### config.mk
export PLATFORM = sky130hd
export DESIGN_NAME = axi_write_scheduler
export DESIGN_NICKNAME = d
export VERILOG_FILES = /design/src/rtl/axi_write_scheduler.sv
export SDC_FILE = /design/constraint.sdc
export NUM_CORES = 1
export LEC_CHECK = 0
export ABC_AREA = 1
export CAP_MARGIN = 20
export CORE_UTILIZATION = 25
export DETAILED_ROUTE_END_ITERATION = 8
export GPL_TIMING_DRIVEN = 0
export HOLD_SLACK_MARGIN = 0.15
export PLACE_DENSITY = 0.84
export SLEW_MARGIN = 40
export SYNTH_ARGS = -nofsm -noshare
export SYNTH_HDL_FRONTEND = slang
export SYNTH_SLANG_ARGS = --single-unit
### constraint.sdc
create_clock -name clk -period 1.3 [get_ports clk]
set_input_delay 0.26 -clock clk [delete_from_list [all_inputs] [get_ports clk]]
set_output_delay 0.26 -clock clk [all_outputs]
set_load 0.1 [all_outputs]
### src/rtl/axi_write_scheduler.sv
`default_nettype none
// ============================================================================
// Module   : axi_write_scheduler
// Purpose  : Sequences the shared AXI write path (AW -> W -> B) between two
//            masters (M0, M1) and three slave ports (S0, S1, default slave).
//            AW requests are arbitrated round-robin in IDLE. The winner and
//            its decoded slave are latched, and routing stays locked until
//            the write response handshake completes. Only one transaction is
//            in flight at a time. This block drives selects only; the muxes
//            and the default slave live elsewhere.
// Ports    : clk        - clock, all state on rising edge
//            rst        - synchronous reset, active low
//            awvalid_m  - AWVALID of {M1,M0}
//            awaddr_m0  - AWADDR of M0
//            awaddr_m1  - AWADDR of M1
//            aw_hs      - AW handshake seen at the selected slave port
//            w_hs       - W handshake seen on the routed W path
//            wlast      - WLAST of the routed W beat
//            b_hs       - B handshake seen on the routed B path
//            aw_grant   - one-hot AW master select {M1,M0}
//            aw_slave   - one-hot AW slave steer {DEF,S1,S0}
//            w_master   - one-hot W master select {M1,M0}
//            w_slave    - one-hot W slave steer {DEF,S1,S0}
//            b_master   - one-hot B return select {M1,M0}
//            b_slave    - one-hot B source select {DEF,S1,S0}
//            busy       - high whenever the scheduler is not idle
// Revision : 1.0 - initial release
// ============================================================================
module axi_write_scheduler #(
  parameter logic [15:0] S0_BASE = 16'h0000,
  parameter logic [15:0] S1_BASE = 16'h0001
) (
  input  logic        clk,
  input  logic        rst,
  input  logic [1:0]  awvalid_m,
  input  logic [31:0] awaddr_m0,
  input  logic [31:0] awaddr_m1,
  input  logic        aw_hs,
  input  logic        w_hs,
  input  logic        wlast,
  input  logic        b_hs,
  output logic [1:0]  aw_grant,
  output logic [2:0]  aw_slave,
  output logic [1:0]  w_master,
  output logic [2:0]  w_slave,
  output logic [1:0]  b_master,
  output logic [2:0]  b_slave,
  output logic        busy
);

  typedef enum logic [1:0] {
    ST_IDLE = 2'd0,
    ST_ADDR = 2'd1,
    ST_DATA = 2'd2,
    ST_RESP = 2'd3
  } state_e;

  localparam logic [1:0] M0_OH  = 2'b01;
  localparam logic [1:0] M1_OH  = 2'b10;
  localparam logic [2:0] S0_OH  = 3'b001;
  localparam logic [2:0] S1_OH  = 3'b010;
  localparam logic [2:0] DEF_OH = 3'b100;

  state_e      state_q, state_d;
  logic        rr_q, rr_d;     // 0: M0 wins a tie, 1: M1 wins a tie
  logic [1:0]  mst_q, mst_d;   // latched one-hot master
  logic [2:0]  slv_q, slv_d;   // latched one-hot slave

  logic [1:0]  win_oh;
  logic [15:0] win_addr_hi;
  logic [2:0]  win_slv;

  // Only the upper address half takes part in decoding.
  logic unused_addr_lo;
  assign unused_addr_lo = ^{awaddr_m0[15:0], awaddr_m1[15:0]};

  // --------------------------------------------------------------------------
  // Arbitration and decode (consumed only in IDLE)
  // --------------------------------------------------------------------------
  always_comb begin
    win_oh = awvalid_m;
    if (awvalid_m == 2'b11) begin
      win_oh = rr_q ? M1_OH : M0_OH;
    end

    win_addr_hi = win_oh[1] ? awaddr_m1[31:16] : awaddr_m0[31:16];

    // S0 takes precedence if both bases were ever configured equal.
    if (win_addr_hi == S0_BASE) begin
      win_slv = S0_OH;
    end else if (win_addr_hi == S1_BASE) begin
      win_slv = S1_OH;
    end else begin
      win_slv = DEF_OH;
    end
  end

  // --------------------------------------------------------------------------
  // Next-state logic
  // --------------------------------------------------------------------------
  always_comb begin
    state_d = state_q;
    rr_d    = rr_q;
    mst_d   = mst_q;
    slv_d   = slv_q;

    case (state_q)
      ST_IDLE: begin
        if (awvalid_m != 2'b00) begin
          mst_d   = win_oh;
          slv_d   = win_slv;
          state_d = ST_ADDR;
        end
      end

      ST_ADDR: begin
        if (aw_hs) begin
          state_d = ST_DATA;
        end
      end

      ST_DATA: begin
        // Burst length is not counted; WLAST on a real beat ends the burst.
        if (w_hs && wlast) begin
          state_d = ST_RESP;
        end
      end

      ST_RESP: begin
        if (b_hs) begin
          state_d = ST_IDLE;
          // Hand tie priority to the master that was not just served.
          rr_d    = mst_q[0];
        end
      end

      default: begin
        state_d = ST_IDLE;
      end
    endcase
  end

  // --------------------------------------------------------------------------
  // State registers
  // --------------------------------------------------------------------------
  always_ff @(posedge clk) begin
    if (!rst) begin
      state_q <= ST_IDLE;
      rr_q    <= 1'b0;
      mst_q   <= 2'b00;
      slv_q   <= 3'b000;
    end else begin
      state_q <= state_d;
      rr_q    <= rr_d;
      mst_q   <= mst_d;
      slv_q   <= slv_d;
    end
  end

  // --------------------------------------------------------------------------
  // Outputs: decoded purely from registered state so that no input can
  // glitch a select, and only one phase group is ever active.
  // --------------------------------------------------------------------------
  always_comb begin
    aw_grant = 2'b00;
    aw_slave = 3'b000;
    w_master = 2'b00;
    w_slave  = 3'b000;
    b_master = 2'b00;
    b_slave  = 3'b000;
    busy     = (state_q != ST_IDLE);

    case (state_q)
      ST_ADDR: begin
        aw_grant = mst_q;
        aw_slave = slv_q;
      end
      ST_DATA: begin
        w_master = mst_q;
        w_slave  = slv_q;
      end
      ST_RESP: begin
        b_master = mst_q;
        b_slave  = slv_q;
      end
      default: begin
      end
    endcase
  end

  // --------------------------------------------------------------------------
  // Structural properties of the select outputs
  // --------------------------------------------------------------------------
  a_aw_onehot : assert property (@(posedge clk) disable iff (!rst)
    $onehot0(aw_grant) && $onehot0(aw_slave));
  a_w_onehot : assert property (@(posedge clk) disable iff (!rst)
    $onehot0(w_master) && $onehot0(w_slave));
  a_b_onehot : assert property (@(posedge clk) disable iff (!rst)
    $onehot0(b_master) && $onehot0(b_slave));
  a_exclusive : assert property (@(posedge clk) disable iff (!rst)
    $onehot0({|aw_grant, |w_master, |b_master}));

endmodule
`default_nettype wire

==> summary.md <==
| Metric | Value |
|---|---|
| Worst Hold Class | `flop to flop` |
| Crit-path max FO | `6` |
| Power per cell area | `1280 mW/mm^2` |
| Largest net degree at the start of global routing | `9` |
| Post-synthesis sequential area ratio | `between 20 and 25%` |
| GRT overflow | `0` |
| Max-cap violations | `0` |
| Arr. time, crit path | `around 1300 ps` |
| Initial antenna violation count | `0` |
| Synthesized flop and latch total | `8` |
| Die Wd | `58.3 microns` |
| DRC Markers | `0` |
| CTS max path bufs | `2` |
| Die ar. | `~0.0034 sq mm` |
| CP max stage delay | `approximately 410 ps` |
| Cells after Synth | `141` |
| Top-Level Pins | `88` |
| Worst Tran Pin Value | `around 380 ps` |
| CP cell instances | `inv_6 > ha_4 > nand2_2 > clkinvlp_4 > buf_12` |
| Routed Wire Length | `between 2 and 3 mm` |
| Worst path slowest cell | `dfxtp_4` |
| Dpl ws | `-520 ps` |
| Hold_sp | `rr_q` |
| # rows | `20` |
| Layout overhead on the synthesized area | `135%` |
| Mapped cell area | `around 790 sq um` |
| CTS Hold Buffers Added | `0` |
| Fin crit period | `1570 ps` |
| N_diodes | `0` |
| Initial Util | `around a quarter` |
| Synth unique cells | `21` |
| Num Clock Sinks | `8` |
| Syn nets | `between 200 and 250` |
| Global Route Usage Sum | `17.1%` |
| CP Buf/Inv Count | `3` |
| Design Area, Final | `0.00186 sq mm` |
| RSZ-0062 raised after global routing | `true` |
| VDD IR max | `between 0.001 and 0.0015 V` |
| Placed Area | `about 0.0014 sq mm` |
| Layout cells sized above 1 | `roughly two fifths` |
| Root buffer cell | `clkbuf_4` |
| Final WS setup | `-267 ps` |
| Final nets | `284` |
| Worst path top cell family by delay | `flip-flops` |
| Failing checks | `negative setup slack` |
| Post-route ant nets | `0` |
| Fin cells | `approximately 250` |
| Crit path launch | `state_q[0]` |
| CP Class | `flop to output pin` |
| Vias in the first global route | `about 1100` |
| Hold Worst Slack | `around 520 ps` |
| Leak | `0.000735 uW` |
| Worst Skew | `about 11 ps` |
| Routed length per instance | `around 11 microns` |
| Placed Cells incl. Taps | `240` |
| First-pass GRT wire length | `about 4.4 mm` |
| Required time worst endpoint | `~1000 ps` |
| DRT iter0 DRCs | `16` |
| Fmax | `approximately 640 MHz` |
| Ys Warns | `0` |
| Reg2reg start | `state_q[0]` |
| CORE AREA | `a little over 0.003 sq mm` |
| Drt first pass iters | `4` |
| Status | `finished with violations` |
| Final Hold Fails | `0` |
| Die Height | `between 50 and 60 microns` |
| Final setup violation count | `23` |
| CP Capture Type | `output pin` |
| Number of CTS-inserted buffers | `3` |
| Htree depth | `1` |
| Clk pin slew, worst setup/hold paths | `60 ps` |
| DP Wirelength | `roughly 1.8 mm` |
| Final period utilization | `121%` |
| Mean Syn Cell Area | `~5.6 sq um` |
| Via density per instance | `approximately 4.5` |
| Pins Over Slew Limit | `0` |
| CTS tree | `built` |
| Slew headroom | `74.6%` |
| IO Port Bufs | `55` |
| Crit start category | `flop` |
| Worst-skew pair later-pin latency | `approximately 270 ps` |
| Routed via count | `1116` |
| Placer Congestion | `between 0.8 and 0.9` |
[registers in the layout, summed over array words and instances (netlist names)]
register  count
slv_q         3
mst_q         2
rr_q          1
state_q       2
[per-stage QoR]
stage | util [%] | setup TNS, ps | total power [uW]
2_1_floorplan | - | -3760 | 1300
3_5_place_dp | 46.8 | -6560 | 1560
4_1_cts | 59.9 | -3420 | 2250
6_report | 61.5 | -4290 | 2390
3_3_place_gp | 49.4 | -17610 | 1610
5_1_grt | 61.5 | -5660 | 2520
[cell usage after synthesis (all sizes together)]
master,instances,area (sq um)
a211oi,1,7.51
a21oi,9,60.1
dfxtp,8,160
ha,5,62.6
inv,29,109
nand2,49,194
nand3,9,55.1
nand3b,1,7.51
nand4,1,6.26
nor2,22,92.6
nor3,2,10.0
o211ai,1,7.51
o21ai,3,15.0
or2,1,6.26
[kinds of logic (layout without fill, tap and decap cells)]
kind of cell	after synthesis	count (layout)	share of synthesized area, %
and+or+nand+nor	85	85	46.8
buffers and inverters	29	93	13.7
AOI/OAI and AO/OA	14	14	11.4
DFF	8	8	20.2
adders and majority gates	5	5	7.89
[cell type report]
type	instances	area, sq um
fillers	252	1160
repair buffers	61	762
multi-input cells	104	677
inverters	29	179
flip-flops and latches	8	168
well taps	44	55.1
clock buffers	3	22.5
[worst paths after layout]
path,to,slack [ps],cells after the start
worst min-delay path,rr_q,520,2
worst max-delay path,w_slave[2],-270,5
worst max register to register,slv_q[1],-150,7
worst min register to register,rr_q,520,2
[worst register-to-register path, cell delays in order, from the launching register on]
cell and delay [ps]:
dfxtp_4 380, inv_6 90, ha_4 140, clkinvlp_4 120
buf_6 140, a21oi_4 190, nand4_1 170, a21oi_2 140
[report_power, final]
group	leakage [uW]	internal (uW)	total [uW]	switching, uW
logic	0.000655	727	1710	985
registers	0.0000670	329	474	144
clock network	0.0000138	107	206	99.5
total	0.000735	1160	2390	1230
[placed cells by master, fill, tap and decap left out, types with 2 or more instances in the layout]
cell type / synthesis / layout
clkdlybuf4s50_1: 0 / 37
nand2_1: 47 / 31
nor2_1: 18 / 17
clkinvlp_4: 0 / 16
buf_12: 0 / 16
nand2_2: 1 / 13
inv_1: 28 / 8
nand3_1: 7 / 6
dfxtp_1: 8 / 6
nand2_4: 1 / 5
a21oi_1: 7 / 5
nor2_2: 4 / 5
ha_4: 0 / 4
buf_4: 0 / 4
inv_2: 1 / 3
clkbuf_4: 0 / 3
inv_6: 0 / 2
a21oi_4: 1 / 2
a21oi_2: 1 / 2
nand3_2: 2 / 2
o21ai_1: 0 / 2
nor3_2: 0 / 2
buf_6: 0 / 2
dfxtp_4: 0 / 2
[routing by layer]
metal / vias to the layer above / global-route usage, % / share of wire, %
met5: - / 0 / 0
met1: 491 / 18.5 / 37
li1: 559 / - / -
met2: 48 / 31.5 / 55
met3: 18 / 3.74 / 4.3
met4: 0 / 8.16 / 4.3
[repair_timing]
action                                  4_1_cts  5_1_grt
endpoints found under the setup margin       23       23
setup buffers                                 6        0
pin swaps                                     5        2
gates resized for setup                      94       13
(Power assumes the default switching activity.)
==> RTL change 1, RTL diff (config.mk and constraints unchanged) <==
Reset style: asynchronous (`rst`), changed in one clocked block. Comments in the files are not updated.
--- a/src/rtl/axi_write_scheduler.sv
+++ b/src/rtl/axi_write_scheduler.sv
@@ -143,7 +143,7 @@
   // --------------------------------------------------------------------------
   // State registers
   // --------------------------------------------------------------------------
-  always_ff @(posedge clk) begin
+  always_ff @(posedge clk or negedge rst) begin
     if (!rst) begin
       state_q <= ST_IDLE;
       rr_q    <= 1'b0;
Check against the original RTL: differs if rst is asserted again (counterexample within 4 cycles, from zero or initial values and one cycle with rst low); with rst held inactive, the same outputs for 10 cycles.
==> RTL change 1 against the unedited design <==
- the run still ends with negative setup slack left
- area after synthesis fell by 7.4%
- wire length fell by 18%
- setup slack got worse by 0.044 ns
- clock skew fell by 0.0063 ns
- sequential cell count did not move
- sequential power rose by 9.3%
- cell area fell by 3.8%
- first-iteration DRC count fell by 19%
- power rose by 45%
- critical path type unchanged
==> RTL change 1: results (changes against the unedited design) <==
dp_slack_ns: -0.4336  # +0.08679 ns
drt-total-wl_um: 2325  # -18%
holdCritPathClass: "input port to async pin"
placed_cell_area_sq_mm: 0.001323  # -6.6%
first_iter_violations: 13  # -3
met1_usage: 0.1504  # -0.03471
final_layout_size_suffix_gt1_frac: 0.4603  # +0.04568
synth.net_count: 199  # -8.7%
root_buffer: "clkbuf_4"
peakVddDrop_mv: 1.619  # +58%
globalRouteMet2Util: 0.3044  # -0.01085
ys_seq_area_frac: 0.2726  # +0.07068
synth_compound_area_frac: 0.1056  # -0.007943
max-clock-path-buffers: 2  # unchanged
synthArstFlopShare: 1.000  # +1.000
power.leakage_nw: 0.7123  # -3.2%
wl_met3_um: 155  # +27%
finalClockSkew_ns: 0.005204  # -0.006263 ns
synthMuxAreaShare: 0  # unchanged
setup_violations: 23  # unchanged
ys_top_cells_by_count: "37 x nand2_1, 25 x inv_1, 19 x nor2_1, 8 x dfrtp_1"
r2r_end: "slv_q[0]"
wl_met1_um: 831  # -20%
viasPerCell: 4.405  # -1.7%
violations: "negative setup slack"
critPathCapture: "aw_grant[1]"
post_synth.cell_area_avg_sq_um: 6.020  # +7.0%
reg2reg_depth: 8  # +1
stdcell_count: 220  # -12%
grt_pass1_wl_um: 3815  # -13%
first_global_vias: 941  # -11%
maxUsedRoutingLayer: "met4"
synth_xor_area_frac: 0  # unchanged
worstMarginPinSlew_ns: 0.3455  # -0.03612 ns
route.met2.wl_um: 1317  # -15%
yosys.area_share.adder: 0.08518  # +0.006315
critical-path-max-stage-delay_ns: 0.46  # +0.05 ns
cp_top_family: "flip-flops"
nFillCells: 238  # -5.6%
regArea_sq_um: 202.7  # +21%
ys_types: 16  # -24%
use_met3: 0.02558  # -0.01178
gp_routability_congestion: 0.7258  # -13%
cts_post_setup_buffers_inserted: 4  # -2
clock_latency_ns: 0.25  # -0.02 ns
rrSetupSlack_ns: -0.17  # -0.02 ns
layout.nets: 268  # -5.6%
track_usage: 0.1535  # -0.01774
dp_cells: 208  # -13%
ys_top_cells_by_area: "dfrtp_1 27%, nand2_1 19%, inv_1 13%, nor2_1 9.7%, ha_1 8.5%"
status: "finished, violations left"
fin_ws_ns: -0.3106  # -0.04377 ns
cts_resized: 89  # -5.3%
crit_start: "state_q[1]"
hpwl_um: 1635  # -11%
slowest_stage: "dfrtp_2"
-- RTL change 1: cell types whose count changed in the layout (fill, tap and decap cells not counted), moves of 3 or more --
cell	change
dfxtp_1	-6
a21oi_1	-5
nand2_1	-11
nand2_2	+5
o21ai_1	+3
nor2_2	-3
dfrtp_1	+6
-- RTL change 1: power breakdown --
group / leakage, nW / internal [W] / switching, W / total [W]
clock network: 0.0138 / 0.000105 / 0.0000809 / 0.000186
logic: 0.600 / 0.00113 / 0.00163 / 0.00276
registers: 0.0986 / 0.000351 / 0.000167 / 0.000518
total: 0.712 / 0.00159 / 0.00188 / 0.00347
-- RTL change 1: layout make-up --
cell class                      count  area share
Timing Repair Buffer               64      0.4375
Multi-Input combinational cell     87      0.3224
Sequential cell                     8      0.1130
Inverter                           27     0.09281
Tap cell                           31     0.02163
Clock buffer                        3     0.01256
-- RTL change 1: kinds of logic (layout without fill, tap and decap cells) --
family                     after synthesis  count (layout)
adders and majority gates                5               5
buffers and inverters                   27              94
DFF                                      8               8
and+or+nand+nor                         69              69
AOI/OAI and AO/OA                       13              13
-- RTL change 1: worst min path at each step --
stage               slack, ns  cells after the start        to
floorplan               -0.04                      0  mst_q[0]
global placement         0.49                      2      rr_q
detailed placement       0.50                      2      rr_q
CTS                      0.28                      1  mst_q[0]
global route             0.30                      1  mst_q[0]
finish                   0.28                      1  mst_q[0]
-- RTL change 1: per-stage QoR --
| step | hold slack, ns | TNS [ns] |
|---|---|---|
| finish | 0.2781 | -5.424 |
| global route | 0.3009 | -6.834 |
| CTS | 0.2807 | -4.969 |
| detailed placement | 0.5032 | -6.865 |
| global placement | 0.4935 | -17.83 |
| floorplan | -0.03559 | -4.275 |
==> RTL change 2, RTL diff (config.mk and constraints unchanged) <==
Made on the original files. Re-encode `state_e` (4 states) as one-hot, 4 bits wide.
--- a/src/rtl/axi_write_scheduler.sv
+++ b/src/rtl/axi_write_scheduler.sv
@@ -48,11 +48,11 @@
   output logic        busy
 );
 
-  typedef enum logic [1:0] {
-    ST_IDLE = 2'd0,
-    ST_ADDR = 2'd1,
-    ST_DATA = 2'd2,
-    ST_RESP = 2'd3
+  typedef enum logic [3:0] {
+    ST_IDLE = 4'b0001,
+    ST_ADDR = 4'b0010,
+    ST_DATA = 4'b0100,
+    ST_RESP = 4'b1000
   } state_e;
 
   localparam logic [1:0] M0_OH  = 2'b01;
Behaviour: no difference found for any inputs over 10 cycles, from zero or initial values and one cycle with rst low; not proved beyond that.
==> RTL change 2 against the unedited design <==
- the run ends with design-rule violations, negative setup slack left
- sequential share of layout area increased by 2.9 points
- setup slack lost 0.087 ns
- cell count fell by 10%
- sequential cell count up 2
- wire length is 20% lower
- cell area decreased by 3.8%
- non-clock buffer count increased by 2
- core utilization up 4.0 points
- area after synthesis down 9.6%
Power is not compared: it rests on default switching activity, and its combinational part moved more than twofold at a synthesized area within 25%.
==> RTL change 2: results (changes against the unedited design) <==
ys_top_cells_by_count: "34 x nor2_1, 31 x nand2_1, 17 x inv_1, 10 x dfxtp_1, 7 x a21oi_1"
clock_latency_ns: 0.27  # about the same
cp_max_fo: 5  # -1
first_global_vias: 924  # -12%
firstDrtPassIters: 7  # +3
cts_made_buffers: 3  # unchanged
ys_top_cells_by_area: "dfxtp_1 28%, nor2_1 18%, nand2_1 16%, inv_1 8.9%, a21oi_1 4.9%"
synthArstFlopShare: 0  # unchanged
nFillCells: 213  # -15%
grt-ovfl-total: 0  # unchanged
yosysWarnings: 0  # unchanged
violations: "design-rule violations, negative setup slack"
antenna_found_initial: 0  # unchanged
grt_pass1_wl_um: 3933  # -11%
hpwl_um: 1692  # -7.9%
top_regs: "state_q x4, slv_q x3, mst_q x2"
layout.nets: 266  # -6.3%
hold_viol: 0  # unchanged
p_switching_w: 0.0004653
gp_routability_congestion: 0.7158  # -14%
synth-main-ff-cell: "dfxtp_1"
clk_pin_slew_ns: 0.06  # about the same
wire_per_inst_um: 10.22  # -10%
status: "finished, violations left"
drc: 1  # +1
finalClockSkew_ns: 0.003741  # -0.007726 ns
numPortBuffers: 55  # unchanged
crit_arrival_ns: 1.39  # +0.08 ns
max-clock-path-buffers: 2  # unchanged
antennaDiodeCount: 0  # unchanged
h-tree-depth: 1  # unchanged
root_buffer: "clkbuf_4"
synth.net_count: 198  # -9.2%
cp_top_family: "simple AND/OR/NAND/NOR gates"
ys_seq_area_frac: 0.2792  # +0.07734
holdCritPathClass: "input port to register"
fin_ws_ns: -0.3542  # -0.08738 ns
ys_types: 19  # -9.5%
worstMarginPinSlew_ns: 0.2681  # -0.1136 ns
fin_tns_setup_ns: -4.755  # -0.4630 ns
dp_slack_ns: -0.4170  # +0.1035 ns
critical-path-max-stage-delay_ns: 0.37  # -0.04 ns
grt_max_degree: 9  # unchanged
first_iter_violations: 8  # -8
slowest_stage: "dfxtp_4"
track_usage: 0.1599  # -0.01128
setup_violations: 18  # -22%
final_layout_size_suffix_gt1_frac: 0.3698  # -0.04484
vias: 991  # -11%
power.leakage_nw: 0.6875
peakVddDrop_mv: 0.5178
RTL change 2: tightest hold or removal path: cells and delay by family:
kind	cells	cell delay, ns
buffers and inverters	1	0.16
AND/OR/NAND/NOR	1	0.10
AO/OA/AOI/OAI	1	0.06
RTL change 2: final cells by class:
cell class / instances / area (sq um) / area share
Clock buffer: 3 / 22.52 / 0.01257
Inverter: 23 / 111.4 / 0.06215
Multi-Input combinational cell: 93 / 625.6 / 0.3492
Sequential cell: 10 / 212.7 / 0.1187
Tap cell: 31 / 38.79 / 0.02165
Timing Repair Buffer: 63 / 780.7 / 0.4358
RTL change 2: stage by stage:
| step | util | cells | hold WS [ns] | cell area (sq um) | power (W) |
|---|---|---|---|---|---|
| global placement | 0.5382 | 212 | 0.4520 | 1471 | 0.0008615 |
| CTS | 0.6270 | 221 | 0.4658 | 1714 | 0.001135 |
| finish | 0.6554 | 223 | 0.3569 | 1792 | 0.001181 |
| floorplan | - | 126 | 0.3441 | 882.1 | 0.0006911 |
| detailed placement | 0.5089 | 212 | 0.4567 | 1391 | 0.0008589 |
| global route | 0.6554 | 223 | 0.3787 | 1792 | 0.001244 |
RTL change 2: repair_timing:
item                                    CTS  global route
endpoints found under the setup margin   17            25
resized for setup                        69            17
setup buffers                             6             3
pin swaps                                 8             8
cloned                                    0             0
RTL change 2: worst paths after layout:
check,slack [ns],cells past startpoint,end,from
max reg2reg,0,9,state_q[0],state_q[0]
min reg2reg,0.46,2,slv_q[1],slv_q[1]
min,0.36,3,mst_q[0],awvalid_m[0]
max,-0.35,6,w_master[0],state_q[0]
RTL change 2: logic make-up (layout without fill, tap and decap cells):
kind of cell | count (synthesis) | count (layout) | synth area share
flops | 10 | 10 | 0.2792
simple gates | 81 | 81 | 0.5043
buf+inv | 23 | 89 | 0.1204
compound gates | 12 | 12 | 0.09599
RTL change 2: power by group through the flow:
stage | clock network [W] | registers (W) | logic [W]
2_1_floorplan | 0 | 0.000368 | 0.000323
3_3_place_gp | 0 | 0.000372 | 0.000490
3_5_place_dp | 0 | 0.000374 | 0.000485
4_1_cts | 0.000212 | 0.000365 | 0.000558
5_1_grt | 0.000224 | 0.000374 | 0.000646
6_report | 0.000211 | 0.000369 | 0.000601
RTL change 2: per-layer routing:
metal	vias to the layer above	track usage	wire length, um
li1	522	-	-
met1	423	0.1628	820
met2	43	0.3167	1316
met3	3	0.01171	109
met4	0	0.08571	31
met5	-	0	0
